**config.mk**
```make
export PLATFORM = sky130hd
export DESIGN_NAME = datagram_serializer
export DESIGN_NICKNAME = d
export VERILOG_FILES = /design/src/rtl/datagram_serializer_pkg.sv /design/src/rtl/datagram_serializer_uart_transmitter.sv /design/src/rtl/datagram_serializer.sv
export SDC_FILE = /design/constraint.sdc
export NUM_CORES = 1
export LEC_CHECK = 0
export ABC_CLOCK_PERIOD_IN_PS = 4350
export BUFFER_PORTS_ARGS = -buffer_cell sky130_fd_sc_hd__buf_2
export CAP_MARGIN = 20
export CORE_ASPECT_RATIO = 1.5
export CORE_MARGIN = 1.5
export CORE_UTILIZATION = 63
export DETAILED_ROUTE_END_ITERATION = 8
export PLACE_DENSITY = 0.86
export SYNTH_ARGS = -nofsm -noshare
export SYNTH_HDL_FRONTEND = slang
export SYNTH_SLANG_ARGS = --single-unit
export TNS_END_PERCENT = 50
```
**constraint.sdc**
```tcl
create_clock -name clk -period 4.35 [get_ports clk]
set_input_delay 0.6525 -clock clk [delete_from_list [all_inputs] [get_ports clk]]
set_output_delay 0.6525 -clock clk [all_outputs]
set_load 0.05 [all_outputs]
```
**src/rtl/datagram_serializer_pkg.sv**
```systemverilog
// Shared link constants and state types for the datagram serializer and its 8N1 byte transmitter.
// The optional checksum trailer is controlled by the DATAGRAM_CHECKSUM_EN macro in datagram_serializer.sv.
package datagram_serializer_pkg;

   localparam int         MESSAGE_SIZE      = 16;
   localparam int         LINK_CLKS_PER_BIT = 868;   // 100 MHz / 115200 baud
   localparam logic [7:0] LINK_SYNC_BYTE    = 8'hA5;

   // Bit-level states of the 8N1 shifter.
   typedef enum logic [1:0] {
      TX_IDLE,
      TX_START,
      TX_DATA,
      TX_STOP
   } LinkTxState;

   // Frame-level states; the one-cycle DONE phase is the final stop-bit cycle of the last byte.
   typedef enum logic {
      FR_IDLE,
      FR_SEND
   } FrameState;

   function automatic int frame_byte_count(input int nbytes, input int ck);
      return nbytes + 1 + ck;
   endfunction

endpackage

```
**src/rtl/datagram_serializer_uart_transmitter.sv**
```systemverilog
// Byte-level 8N1 shifter: start bit, 8 data bits LSB-first, stop bit, each CLKS_PER_BIT cycles.
// ready is high when idle and in the final stop-bit cycle, so bytes can be chained with no gap.
module uart_transmitter
   import datagram_serializer_pkg::*;
#(
   parameter int CLKS_PER_BIT = LINK_CLKS_PER_BIT
) (
   input  logic       clk,
   input  logic       rst,
   input  logic       start,
   input  logic [7:0] data,
   output logic       ready,
   output logic       TxD
);

   localparam int BW = (CLKS_PER_BIT > 1) ? $clog2(CLKS_PER_BIT) : 1;

   LinkTxState      state_reg, state_next;
   logic [BW-1:0]   baud_reg, baud_next;
   logic [2:0]      bit_reg, bit_next;
   logic [7:0]      shift_reg, shift_next;
   logic            txd_reg, txd_next;
   logic            baud_last;

   assign baud_last = (baud_reg == BW'(CLKS_PER_BIT - 1));
   assign ready     = (state_reg == TX_IDLE) || ((state_reg == TX_STOP) && baud_last);
   assign TxD       = txd_reg;

   always_ff @(posedge clk or negedge rst) begin
      if (!rst) begin
         state_reg <= TX_IDLE;
         baud_reg  <= '0;
         bit_reg   <= '0;
         shift_reg <= '0;
         txd_reg   <= 1'b1;
      end else begin
         state_reg <= state_next;
         baud_reg  <= baud_next;
         bit_reg   <= bit_next;
         shift_reg <= shift_next;
         txd_reg   <= txd_next;
      end
   end

   always_comb begin
      state_next = state_reg;
      baud_next  = baud_reg;
      bit_next   = bit_reg;
      shift_next = shift_reg;
      txd_next   = txd_reg;

      case (state_reg)
         TX_IDLE: begin
            txd_next = 1'b1;
         end
         TX_START: begin
            if (baud_last) begin
               baud_next  = '0;
               bit_next   = '0;
               txd_next   = shift_reg[0];
               state_next = TX_DATA;
            end else begin
               baud_next = baud_reg + BW'(1);
            end
         end
         TX_DATA: begin
            if (baud_last) begin
               baud_next = '0;
               if (bit_reg == 3'd7) begin
                  txd_next   = 1'b1;
                  state_next = TX_STOP;
               end else begin
                  bit_next   = bit_reg + 3'd1;
                  shift_next = {1'b0, shift_reg[7:1]};
                  txd_next   = shift_reg[1];
               end
            end else begin
               baud_next = baud_reg + BW'(1);
            end
         end
         TX_STOP: begin
            if (baud_last) begin
               baud_next  = '0;
               state_next = TX_IDLE;
            end else begin
               baud_next = baud_reg + BW'(1);
            end
         end
         default: begin
            state_next = TX_IDLE;
            txd_next   = 1'b1;
         end
      endcase

      // A new byte in the last stop cycle starts its start bit on the very next edge.
      if (start && ready) begin
         state_next = TX_START;
         baud_next  = '0;
         bit_next   = '0;
         shift_next = data;
         txd_next   = 1'b0;
      end
   end

endmodule

```
**src/rtl/datagram_serializer.sv**
```systemverilog
// Snapshots a datagram on send and streams SYNC, payload bytes LSB-first and, when DATAGRAM_CHECKSUM_EN
// is defined, a trailing mod-256 payload sum, as back-to-back 8N1 bytes. Also counts rejected sends.
module datagram_serializer
   import datagram_serializer_pkg::*;
#(
   parameter int         MSG_BITS     = MESSAGE_SIZE,
   parameter int         CLKS_PER_BIT = LINK_CLKS_PER_BIT,
   parameter logic [7:0] SYNC_BYTE    = LINK_SYNC_BYTE
) (
   input  logic                clk,
   input  logic                rst,
   input  logic [MSG_BITS-1:0] datagram,
   input  logic                send,
   output logic                busy,
   output logic                frame_done,
   output logic [7:0]          overrun_cnt,
   output logic                TxD
);

   localparam int NBYTES = (MSG_BITS + 7) / 8;
   localparam int SNAP_W = NBYTES * 8;
`ifdef DATAGRAM_CHECKSUM_EN
   localparam int CK = 1;
`else
   localparam int CK = 0;
`endif
   localparam int NTOT = frame_byte_count(NBYTES, CK);
   localparam int BIW  = $clog2(NBYTES + 3);

   FrameState        state_reg, state_next;
   logic [SNAP_W-1:0] snap_reg, snap_next;
   logic [BIW-1:0]   byte_idx_reg, byte_idx_next;
   logic [7:0]       overrun_reg, overrun_next;
`ifdef DATAGRAM_CHECKSUM_EN
   logic [7:0]       csum_reg, csum_next;
`endif
   logic [7:0]       payload_byte [NBYTES];
   logic [7:0]       pay_sel;
   logic [BIW-1:0]   pidx;
   logic             tx_start, tx_ready, all_sent, accept;
   logic [7:0]       tx_data;

   genvar gi;
   generate
      for (gi = 0; gi < NBYTES; gi++) begin : g_payload
         assign payload_byte[gi] = snap_reg[gi*8 +: 8];
      end
   endgenerate

   // byte_idx counts bytes handed to the shifter; SYNC is byte 0.
   assign pidx        = byte_idx_reg - BIW'(1);
   assign all_sent    = (byte_idx_reg == BIW'(NTOT));
   assign frame_done  = (state_reg == FR_SEND) && all_sent && tx_ready;
   assign busy        = (state_reg == FR_SEND) && !frame_done;
   assign accept      = send && !busy;
   assign overrun_cnt = overrun_reg;

   always_comb begin
      pay_sel = '0;
      for (int i = 0; i < NBYTES; i++) begin
         if (pidx == BIW'(i)) pay_sel = payload_byte[i];
      end
   end

   always_ff @(posedge clk or negedge rst) begin
      if (!rst) begin
         state_reg    <= FR_IDLE;
         snap_reg     <= '0;
         byte_idx_reg <= '0;
         overrun_reg  <= '0;
`ifdef DATAGRAM_CHECKSUM_EN
         csum_reg     <= '0;
`endif
      end else begin
         state_reg    <= state_next;
         snap_reg     <= snap_next;
         byte_idx_reg <= byte_idx_next;
         overrun_reg  <= overrun_next;
`ifdef DATAGRAM_CHECKSUM_EN
         csum_reg     <= csum_next;
`endif
      end
   end

   always_comb begin
      state_next    = state_reg;
      snap_next     = snap_reg;
      byte_idx_next = byte_idx_reg;
      overrun_next  = overrun_reg;
`ifdef DATAGRAM_CHECKSUM_EN
      csum_next     = csum_reg;
`endif
      tx_start      = 1'b0;
      tx_data       = SYNC_BYTE;

      case (state_reg)
         FR_IDLE: begin
         end
         FR_SEND: begin
            if (tx_ready && !all_sent) begin
               tx_start      = 1'b1;
               byte_idx_next = byte_idx_reg + BIW'(1);
`ifdef DATAGRAM_CHECKSUM_EN
               if (byte_idx_reg == BIW'(NBYTES + 1)) begin
                  tx_data = csum_reg;
               end else begin
                  tx_data   = pay_sel;
                  csum_next = csum_reg + pay_sel;
               end
`else
               tx_data = pay_sel;
`endif
            end else if (frame_done) begin
               state_next = FR_IDLE;
            end
         end
         default: state_next = FR_IDLE;
      endcase

      // Accepting in the DONE cycle chains the next frame with no idle bit.
      if (accept) begin
         state_next    = FR_SEND;
         snap_next     = SNAP_W'(datagram);
         byte_idx_next = BIW'(1);
`ifdef DATAGRAM_CHECKSUM_EN
         csum_next     = '0;
`endif
         tx_start      = 1'b1;
         tx_data       = SYNC_BYTE;
      end

      if (send && busy && (overrun_reg != 8'hFF)) overrun_next = overrun_reg + 8'd1;
   end

   uart_transmitter #(
      .CLKS_PER_BIT(CLKS_PER_BIT)
   ) u_tx (
      .clk  (clk),
      .rst  (rst),
      .start(tx_start),
      .data (tx_data),
      .ready(tx_ready),
      .TxD  (TxD)
   );

endmodule
```
==> results.yml <==
finish:
  utilization_pct: 71.83
  largest_reg_flops: 16
  nNetsFinal: 348
  drive_gt1_share_pct: 21.20
  antennaDiodeCount: 0
  syn2layout_area_growth_pct: 9.855
power:
  power_density_nw_per_um2: 412.8
  total_power_mw: 1.336
  ir_drop_v: 0.0004778
  power.leakage_nw: 1.491
clock_network:
  clkSlewWorstSetupHoldPaths_ns: 0.08
  ctsResizeCount: 0
  tritoncts: "built"
  numCtsBuffers: 5
  clkLatencyLatePin_ns: 0.30
  post_cts_buffers: 0
  cts_sinks: 52
  clockRootBuffer: "clkbuf_8"
  cts_hold_buf: 0
  cts_buffer_depth: 2
  ctsHtreeMaxLevel: 2
logic_synthesis:
  syn_nets: 317
  ys_seq_area_share_pct: 44.22
  synth_cell_types: 56
  synth_top_area_share_pct: 43.33
  syn-cell-area_um2: 2945
  ys_seq_elements: 52
  synth_most_common_cell: "dfrtp_1"
  synth_commonest_cells: "51 x dfrtp_1, 37 x nand2_1, 22 x o21ai_0"
  ys_async_sr_fraction_pct: 100.0
  synth_ff_type: "dfrtp_1"
  synth_edf_count: 0
  yosysWarningCount: 0
  syn_avg_cell_area_um2: 10.37
  yosysTopAreaCell: "dfrtp_1"
  synthTopCellsByArea: "dfrtp_1 43%, ha_1 5.9%, mux2_4 5.1%, nand2_1 4.7%, o21ai_0 3.7%"
  synthCells: 284
run:
  cap_violations: 0
sta:
  finClkSkew_ns: 0.005584
  rsz0062_at_grt: "no"
  setup_ws_ns: 1.580
  max_slew.worst_pin.slew_ns: 0.8288
  timing.hold.ws_ns: 0.4474
  finalHoldViolCount: 0
  slew_headroom_pct: 44.16
  setup_viol: 0
  fin_crit_ns: 2.770
  slew_viol_final: 0
  fin_setup_tns_ns: 0
  max_freq_mhz: 361.1
  fin_crit_sh_pct: 63.67
placed_design:
  dpl.hpwl_um: 4162
  io_buffers: 29
  pre_cts_ws_ns: 1.698
  finalWeightedCongestion: 0.8313
hold_path:
  hp-class: "in -> async"
grt:
  antenna_found_initial: 0
  grt_pass1_vias: 2242
  grt_pass1_wl_um: 10030
  grt_max_degree: 53
  grt.total_usage_pct: 25.20
  grt_overflow_total: 0
critical_path:
  r2r-end: "u_tx.state_reg[0]$_DFFE_PN0P_"
  crit_required_ns: 3.70
  crit_fanout: 8
  path_class: "reg -> out"
  rr_worst_depth: 6
  r2r_slack_ns: 2.07
  start_kind: "flip-flop"
  r2r_start: "u_tx.baud_reg[0]$_DFFE_PN0P_"
  arrival_ns: 2.12
  end_kind: "output pin"
route:
  highest_layer: "met4"
  via_per_inst: 6.113
  drc: 0
  drtIter0Drc: 75
  wl_per_cell_um: 16.04
  wl_met1_um: 2379
  postRouteAntennaNets: 0
  met2_length_um: 3192
  via_count: 2225
  dr_wl_met3_um: 184
  drt_wl_total_um: 5837
  dr.pass1.iters: 4
floorplanning:
  rows: 30
  die_x_um: 58.83
  start_util_pct: 65.39
  core_region_area_um2: 4504
  dieArea_um2: 5102
  die_h_um: 86.74
  io_pins: 30
run_status:
  status: "completed"
-- kinds of logic (layout without fill, tap and decap cells) --
| group | Yosys count | in the layout | synth area share, % |
|---|---|---|---|
| fa+ha+maj | 14 | 14 | 5.947 |
| flops | 52 | 52 | 44.22 |
| simple gates | 102 | 102 | 18.27 |
| xor+xnor | 13 | 13 | 3.866 |
| compound gates | 69 | 69 | 16.70 |
| buf+inv | 15 | 47 | 2.506 |
| mux | 19 | 19 | 8.496 |
-- area by class of cell --
cell class	count	area [µm²]
Clock buffer	7	76.32
Fill cell	354	1269
Timing Repair Buffer	31	167.7
Multi-Input combinational cell	217	1569
Tap cell	48	60.06
Sequential cell	52	1303
Clock inverter	1	30.03
Inverter	8	30.03
-- routing by layer --
| layer | GRT usage (%) | vias to the layer above |
|---|---|---|
| met5 | 0 | - |
| met4 | 8.471 | 0 |
| met3 | 4.328 | 10 |
| met2 | 44.34 | 55 |
| met1 | 30.56 | 1086 |
| li1 | - | 1074 |
-- worst max-delay path by stage --
stage | startpoint | end | slack (ns) | cells past startpoint
floorplan | byte_idx_reg[0]$_DFFE_PN0P_ | busy | 1.85 | 5
global placement | byte_idx_reg[0]$_DFFE_PN0P_ | snap_reg[4]$_DFFE_PN0P_ | 1.79 | 6
detailed placement | byte_idx_reg[0]$_DFFE_PN0P_ | snap_reg[5]$_DFFE_PN0P_ | 1.70 | 6
CTS | u_tx.baud_reg[0]$_DFFE_PN0P_ | frame_done | 1.60 | 5
global route | u_tx.baud_reg[0]$_DFFE_PN0P_ | frame_done | 1.44 | 5
finish | u_tx.baud_reg[0]$_DFFE_PN0P_ | frame_done | 1.58 | 5
-- placed cells by master (no fill, tap or decap), types with 3 or more instances in the layout --
cell type,netlist,routed
o22ai_1,7,7
dfrtp_1,51,51
a21oi_1,17,17
buf_2,2,29
and3_1,5,5
nor2_1,21,21
inv_1,8,8
nand2_1,37,37
ha_1,14,14
xor2_1,3,3
xnor2_1,10,10
nand4_1,6,6
nand3_1,6,6
a22oi_1,3,3
nand2b_1,6,6
mux2_1,6,6
mux2_4,10,10
o21ai_0,22,22
clkbuf_8,0,5
-- power breakdown --
group | switching (mW) | internal [mW]
sequential | 0.100 | 0.560
clock | 0.151 | 0.172
combinational | 0.226 | 0.126
total | 0.478 | 0.858
-- worst max-delay path: stages, from the launching register on --
cell and delay, ns:
dfrtp_1 0.44, ha_1 0.25, nor3b_4 0.43, a41o_1 0.27, and3_1 0.17, buf_2 0.26
-- stage by stage --
step           cells  instance area (µm²)
2_1_floorplan    284                 2945
3_3_place_gp     355                 3114
3_5_place_dp     355                 3114
4_1_cts          363                 3221
5_1_grt          364                 3236
6_report         364                 3236
(Power assumes the default switching activity.)
